===== config.mk =====
export PLATFORM = sky130hd
export DESIGN_NAME = sha_job_scheduler
export DESIGN_NICKNAME = d
export VERILOG_FILES = /design/src/rtl/sha_job_scheduler.sv
export SDC_FILE = /design/constraint.sdc
export NUM_CORES = 2
export LEC_CHECK = 0
export CAP_MARGIN = 20
export CORE_MARGIN = 2
export CORE_UTILIZATION = 35
export CTS_CLUSTER_SIZE = 10
export DETAILED_ROUTE_END_ITERATION = 8
export GPL_ROUTABILITY_DRIVEN = 0
export PLACE_DENSITY = 0.59
export SYNTH_ARGS = -nofsm -noshare
export SYNTH_HDL_FRONTEND = slang
export SYNTH_SLANG_ARGS = --single-unit
export TNS_END_PERCENT = 100

===== constraint.sdc =====
create_clock -name clk -period 16.2 [get_ports clk]
set_input_delay 4.86 -clock clk [delete_from_list [all_inputs] [get_ports clk]]
set_output_delay 4.86 -clock clk [all_outputs]
set_load 0.1 [all_outputs]

===== src/rtl/sha_job_scheduler.sv =====
// Descriptor FIFO plus launch/run/complete sequencer for a single SHA worker.
// Optional watchdog: define JOB_TIMEOUT_EN to abort jobs that exceed TIMEOUT_CYCLES.
module sha_job_scheduler #(
  parameter int DEPTH          = 4,
  parameter int ID_WID         = 4,
  parameter int RST_CYCLES     = 2,
  parameter int TIMEOUT_CYCLES = 100000
) (
  input  logic                   clk,
  input  logic                   reset,
  input  logic                   sub_valid,
  output logic                   sub_ready,
  input  logic [63:0]            sub_read_base,
  input  logic [63:0]            sub_write_base,
  input  logic [63:0]            sub_num,
  input  logic [63:0]            sub_size,
  output logic [ID_WID-1:0]      sub_id,
  output logic                   wk_rst,
  output logic                   wk_start,
  output logic [63:0]            wk_read_base,
  output logic [63:0]            wk_write_base,
  output logic [63:0]            wk_num_read,
  output logic [63:0]            wk_read_size,
  input  logic                   wk_done,
  input  logic [31:0]            wk_retval,
  output logic                   cpl_valid,
  input  logic                   cpl_ready,
  output logic [ID_WID-1:0]      cpl_id,
  output logic [31:0]            cpl_retval,
  output logic [31:0]            cpl_cycles,
  output logic                   cpl_status,
  output logic                   busy,
  output logic [$clog2(DEPTH):0] queue_level,
  output logic [2:0]             dbg_state
);

  localparam int AW = $clog2(DEPTH);
  localparam int LW = AW + 1;
  localparam logic [LW-1:0] FULL = LW'(DEPTH);

  // Handshakes: a descriptor transfers on a rising clk edge where sub_valid && sub_ready;
  // a completion record transfers on an edge where cpl_valid && cpl_ready.

  typedef enum logic [2:0] {
    S_IDLE     = 3'd0,
    S_RESET_WK = 3'd1,
    S_LAUNCH   = 3'd2,
    S_RUN      = 3'd3,
    S_COMPLETE = 3'd4
  } state_e;

  typedef struct packed {
    logic [63:0]       rb;
    logic [63:0]       wb;
    logic [63:0]       num;
    logic [63:0]       size;
    logic [ID_WID-1:0] id;
  } desc_t;

  state_e state_q, state_d;

  desc_t             fifo_mem [DEPTH];
  desc_t             head;
  logic [AW-1:0]     wr_ptr_q, wr_ptr_d, rd_ptr_q, rd_ptr_d;
  logic [LW-1:0]     count_q, count_d;
  logic [ID_WID-1:0] next_id_q, next_id_d;
  logic              push, pop;

  logic [63:0]       rb_q, rb_d, wb_q, wb_d, num_q, num_d, size_q, size_d;
  logic [ID_WID-1:0] job_id_q, job_id_d, cpl_id_q, cpl_id_d;
  logic [31:0]       rst_cnt_q, rst_cnt_d, cyc_q, cyc_d;
  logic [31:0]       ret_q, ret_d, cycles_q, cycles_d;
  logic              timeout_hit;

  // sub_ready looks only at registered occupancy; a same-cycle pop does not raise it.
  assign sub_ready   = !reset && (count_q != FULL);
  assign sub_id      = next_id_q;
  assign queue_level = count_q;
  assign push        = sub_valid && sub_ready;
  assign pop         = (state_q == S_IDLE) && (count_q != '0);
  assign head        = fifo_mem[rd_ptr_q];

  always_comb begin
    wr_ptr_d  = wr_ptr_q;
    rd_ptr_d  = rd_ptr_q;
    count_d   = count_q;
    next_id_d = next_id_q;
    if (push) begin
      wr_ptr_d  = wr_ptr_q + 1'b1;
      next_id_d = next_id_q + 1'b1;
    end
    if (pop) rd_ptr_d = rd_ptr_q + 1'b1;
    if (push && !pop)      count_d = count_q + 1'b1;
    else if (pop && !push) count_d = count_q - 1'b1;
  end

  always_ff @(posedge clk or posedge reset) begin
    if (reset) begin
      wr_ptr_q  <= '0;
      rd_ptr_q  <= '0;
      count_q   <= '0;
      next_id_q <= '0;
    end else begin
      wr_ptr_q  <= wr_ptr_d;
      rd_ptr_q  <= rd_ptr_d;
      count_q   <= count_d;
      next_id_q <= next_id_d;
    end
  end

  // Storage needs no reset: occupancy decides what is valid.
  always_ff @(posedge clk) begin
    if (push) fifo_mem[wr_ptr_q] <= {sub_read_base, sub_write_base, sub_num, sub_size, next_id_q};
  end

`ifdef JOB_TIMEOUT_EN
  logic status_q, status_d;

  assign timeout_hit = (cyc_q == 32'(TIMEOUT_CYCLES));
  assign cpl_status  = status_q;

  always_comb begin
    status_d = status_q;
    if (state_q == S_RUN) begin
      if (wk_done)          status_d = 1'b0;
      else if (timeout_hit) status_d = 1'b1;
    end
  end

  always_ff @(posedge clk or posedge reset) begin
    if (reset) status_q <= 1'b0;
    else       status_q <= status_d;
  end
`else
  logic unused_timeout;

  assign unused_timeout = ^(32'(TIMEOUT_CYCLES));
  assign timeout_hit    = 1'b0;
  assign cpl_status     = 1'b0;
`endif

  always_ff @(posedge clk or posedge reset) begin
    if (reset) state_q <= S_IDLE;
    else       state_q <= state_d;
  end

  // The pop cycle already counts as the first wk_rst cycle.
  always_comb begin
    state_d = state_q;
    case (state_q)
      S_IDLE:     if (count_q != '0) state_d = (RST_CYCLES > 1) ? S_RESET_WK : S_LAUNCH;
      S_RESET_WK: if (rst_cnt_q >= 32'(RST_CYCLES - 1)) state_d = S_LAUNCH;
      S_LAUNCH:   state_d = S_RUN;
      S_RUN:      if (wk_done || timeout_hit) state_d = S_COMPLETE;
      S_COMPLETE: if (cpl_ready) state_d = S_IDLE;
      default:    state_d = S_IDLE;
    endcase
  end

  // A timed-out job keeps the worker in reset while its record waits for the host.
  always_comb begin
    wk_rst    = 1'b0;
    wk_start  = 1'b0;
    cpl_valid = 1'b0;
    busy      = 1'b1;
    case (state_q)
      S_IDLE: begin
        wk_rst = 1'b1;
        busy   = 1'b0;
      end
      S_RESET_WK: wk_rst = 1'b1;
      S_LAUNCH:   wk_start = 1'b1;
      S_RUN:      wk_rst = 1'b0;
      S_COMPLETE: begin
        cpl_valid = 1'b1;
        wk_rst    = cpl_status;
      end
      default: begin
        wk_rst = 1'b1;
        busy   = 1'b0;
      end
    endcase
  end

  assign dbg_state = state_q;

  always_comb begin
    rb_d      = rb_q;
    wb_d      = wb_q;
    num_d     = num_q;
    size_d    = size_q;
    job_id_d  = job_id_q;
    rst_cnt_d = rst_cnt_q;
    cyc_d     = cyc_q;
    ret_d     = ret_q;
    cycles_d  = cycles_q;
    cpl_id_d  = cpl_id_q;
    if (pop) begin
      rb_d      = head.rb;
      wb_d      = head.wb;
      num_d     = head.num;
      size_d    = head.size;
      job_id_d  = head.id;
      rst_cnt_d = 32'd1;
    end
    if (state_q == S_RESET_WK) rst_cnt_d = rst_cnt_q + 32'd1;
    if (state_q == S_LAUNCH)   cyc_d = 32'd1;
    if (state_q == S_RUN) begin
      if (cyc_q != '1) cyc_d = cyc_q + 32'd1;
      if (wk_done) begin
        ret_d    = wk_retval;
        cycles_d = cyc_q;
        cpl_id_d = job_id_q;
      end else if (timeout_hit) begin
        ret_d    = 32'd0;
        cycles_d = 32'(TIMEOUT_CYCLES);
        cpl_id_d = job_id_q;
      end
    end
  end

  always_ff @(posedge clk or posedge reset) begin
    if (reset) begin
      rb_q      <= '0;
      wb_q      <= '0;
      num_q     <= '0;
      size_q    <= '0;
      job_id_q  <= '0;
      rst_cnt_q <= '0;
      cyc_q     <= '0;
      ret_q     <= '0;
      cycles_q  <= '0;
      cpl_id_q  <= '0;
    end else begin
      rb_q      <= rb_d;
      wb_q      <= wb_d;
      num_q     <= num_d;
      size_q    <= size_d;
      job_id_q  <= job_id_d;
      rst_cnt_q <= rst_cnt_d;
      cyc_q     <= cyc_d;
      ret_q     <= ret_d;
      cycles_q  <= cycles_d;
      cpl_id_q  <= cpl_id_d;
    end
  end

  assign wk_read_base  = rb_q;
  assign wk_write_base = wb_q;
  assign wk_num_read   = num_q;
  assign wk_read_size  = size_q;
  assign cpl_id        = cpl_id_q;
  assign cpl_retval    = ret_q;
  assign cpl_cycles    = cycles_q;

endmodule

==> metrics <==
Initial Util=0.351; leak pwr=24.7 nW; total CTS buffers=167; crit path capture type=output pin; top-area cell type share of the netlist area=0.579; Critical R2R Launch=queue_level[0]$_DFFE_PP0P_; syn nets=approximately 3,400; Worst R2R Path Depth=5; # DRC=0; num rows=144; post-synth top area cell=edfxtp_1; final worst setup slack=slightly above 4 ns; die area=~0.16 mm²; TNS Setup=0 ns; Design Area, Final=0.0678 mm²; Filler cells=~14,000; Final Hold Viols=0; Clock Skews=between 0.05 and 0.06 ns; RSZ-0062 raised after global routing=no; Die X=397 µm; Clk Latency, worst-skew pair=a little under 0.8 ns; largest net degree at the start of global routing=130; vias per inst=~4.8; Tmin final=12.07 ns; synthesized area per cell=~18 µm²; CP Max Fanout=6; Post-DRT Antenna Nets=0; H-tree lvl count=4; Global Route Usage Sum=0.162; Placement Cell Area=~0.063 mm²; Period Utilization, post-route=0.745; postcts setup bufs=0; clk sink count=roughly 1,400; global route total overflow=0; slew margin rel.=0.225; post-cts resize count=0; Hold-fix buffers, CTS=0; CP dominant cell by count=clkdlybuf4s50_1; Sequential cell area=about 0.041 mm²; worst setup path startpoint=reset; fmax=about 83 MHz; Yosys cell types=63; Post-Place Worst Slack=between 4 and 5 ns; # setup viols final=0; slowest library cell on the worst path=clkdlybuf4s50_1; Post-Synthesis Cells=between 3,000 and 4,000; Yosys reg bits=around 1,400; Starting DRT DRC Count=approximately 1,700; drt total wl=about 130 mm; io pins=~630; max incr delay on CP=about 1.3 ns; CTS clock-pin slew for the worst setup and hold paths=around 0.050 ns; Area Overhead vs Synth=25.6%; Slew Limit Fails=0; first drt pass iteration count=7; WP data required=between 10 and 15 ns; asr flop ratio synth=0.281; Mapped Area=approximately 0.054 mm²; final core occ=0.441; Worst Path Buf+Inv=2; Syn. warnings=0; Clock Path Buffers=3; Buffers on Ports=631; Worst Tran Pin Value=around 1.2 ns; Die Span Y=between 300 and 400 µm; maxcap violations=0; hold_sp=job_id_q[2]$_DFFE_PP0P_; CP Depth=3; vias in the first global route=between 20,000 and 30,000; clock root buffer=clkbuf_16; top_reg_cell synth=edfxtp_1; CP Launch Type=input port; initial antenna violation count=25; Post-synth EDFFs=roughly 1,000; Worst EP arrival=7.21 ns; Max IR drop VDD=between 150 and 200 µV; Largest delay share family, worst path=buffers and inverters; crit-path cells=clkdlybuf4s50_1 > a21oi_1 > clkdlybuf4s50_1; Core ar.=approximately 0.15 mm²; layout cells sized above 1=0.150; multi-input gate area in the final layout=about 0.012 mm²; register area share after synthesis=0.767; routed length per placed instance=roughly 21 µm; # nets final=4,071; pwr/cell area=between 200 and 250 mW/mm²; hpwl dp=77.0 mm; HP Class=reg2reg; Vias=28,800; CTS tree=yes; run status=finished, final reports clean; first-pass GRT wire length=193 mm; Synth area leaders=edfxtp_1, dfrtp_1, mux4_2; Cells on Worst Hold Path=2; Crit Path Category=in2out
[path summary, 6_finish.rpt]
kind	slack, ns	endpoint
min in group asynchronous	4.66	wk_read_size[33]$_DFFE_PP0P_
min	0.47	job_id_q[2]$_DFFE_PP0P_
max in group asynchronous	9.23	rd_ptr_q[0]$_DFFE_PP0P_
max	4.13	sub_ready
min reg2reg	0.47	job_id_q[2]$_DFFE_PP0P_
max reg2reg	12.23	fifo_mem[1][207]$_DFFE_PP_
[layer usage]
layer,vias up,wire (µm),global-route usage,part of all wire
met5,-,293,0,0.0023
met4,44,2210,0.0396,0.017
met3,196,9330,0.0477,0.073
met2,771,61900,0.262,0.48
met1,14800,54100,0.214,0.42
li1,13000,-,-,-
[worst reg2reg max path: cells and delay by family (launching register included)]
kind	cells	cell delay, ns
AO/OA/AOI/OAI	1	0.56
buffers and inverters	2	1.67
flip-flops	1	0.50
AND/OR/NAND/NOR	2	0.83
[layout make-up]
type / instances / share of cell area
Sequential cell: 1446 / 0.611
Inverter: 18 / 0.00122
Timing Repair Buffer: 667 / 0.0988
Clock buffer: 288 / 0.0701
Tap cell: 2044 / 0.0377
Multi-Input combinational cell: 1467 / 0.176
Antenna cell: 4 / 0.000148
Clock inverter: 19 / 0.00543
[cells by family (layout without fill, tap and decap cells)]
kind of cell	count (synthesis)	count (layout)	share of synthesized area
xor+xnor	10	10	0.00162
compound gates	97	97	0.0130
mux	347	347	0.126
buf+inv	165	992	0.0125
simple gates	1001	1001	0.0764
other cells	1	5	0.0000695
fa+ha+maj	11	11	0.00269
flops	1446	1446	0.767
[registers in the layout (all words and copies together), names as in the netlist]
name,flops
dbg_state,3
wk_read_base,64
cpl_retval,32
wr_ptr_q,2
cpl_id,4
wk_write_base,64
queue_level,3
sub_id,4
rd_ptr_q,2
rst_cnt_q,32
cyc_q,32
cpl_cycles,32
wk_read_size,64
job_id_q,4
wk_num_read,64
fifo_mem,1040
[placed cells by master, fill, tap and decap left out, types with 4 or more instances in the layout]
cell,n
xnor2_1,7
and3_1,11
o211ai_1,18
nand4_1,19
clkdlybuf4s50_1,628
nor4_1,11
and2_1,5
mux2i_1,19
mux4_2,260
nand3_1,26
buf_12,9
dfrtp_1,404
a31oi_1,11
a221o_1,7
clkbuf_8,5
a21oi_1,8
diode_2,4
clkinv_16,6
inv_1,16
or4_1,4
nor2_1,25
nand2_1,850
edfxtp_1,1040
buf_4,30
ha_1,10
and3_4,4
o21ai_0,16
clkbuf_1,113
o31ai_1,16
or3_1,4
nor3_1,17
o311ai_0,4
inv_16,4
mux2_2,68
clkbuf_16,170
[Yosys cell counts (4+ instances only)]
cell / n
or4_1: 4
nand4_1: 19
nand2_1: 851
mux4_2: 260
mux2i_1: 19
and2_1: 5
inv_1: 17
and3_1: 15
a21oi_1: 8
edfxtp_1: 1040
nand3_1: 26
a221o_1: 7
dfrtp_1: 406
nor4_1: 12
xnor2_1: 7
o311ai_0: 4
nor3_1: 17
clkbuf_1: 95
nor2_1: 25
or3_1: 4
buf_2: 36
ha_1: 10
o21ai_0: 16
a31oi_1: 11
o211ai_1: 18
buf_1: 13
mux2_2: 68
o31ai_1: 16
[metrics by stage]
step	hold slack, ns	instances	total power, W
CTS	0.475	5949	0.0147
floorplan	0.442	3078	0.00957
detailed placement	0.461	5642	0.0112
global placement	0.457	5642	0.0111
global route	0.491	5950	0.0151
finish	0.470	5953	0.0145
[power breakdown]
group / internal, W / total (W) / leakage [nW] / switching, W
combinational: 0.00162 / 0.00590 / 7.70 / 0.00427
clock: 0.00203 / 0.00350 / 2.42 / 0.00146
sequential: 0.00468 / 0.00510 / 14.6 / 0.000420
Power figures use the tool's default switching activity.
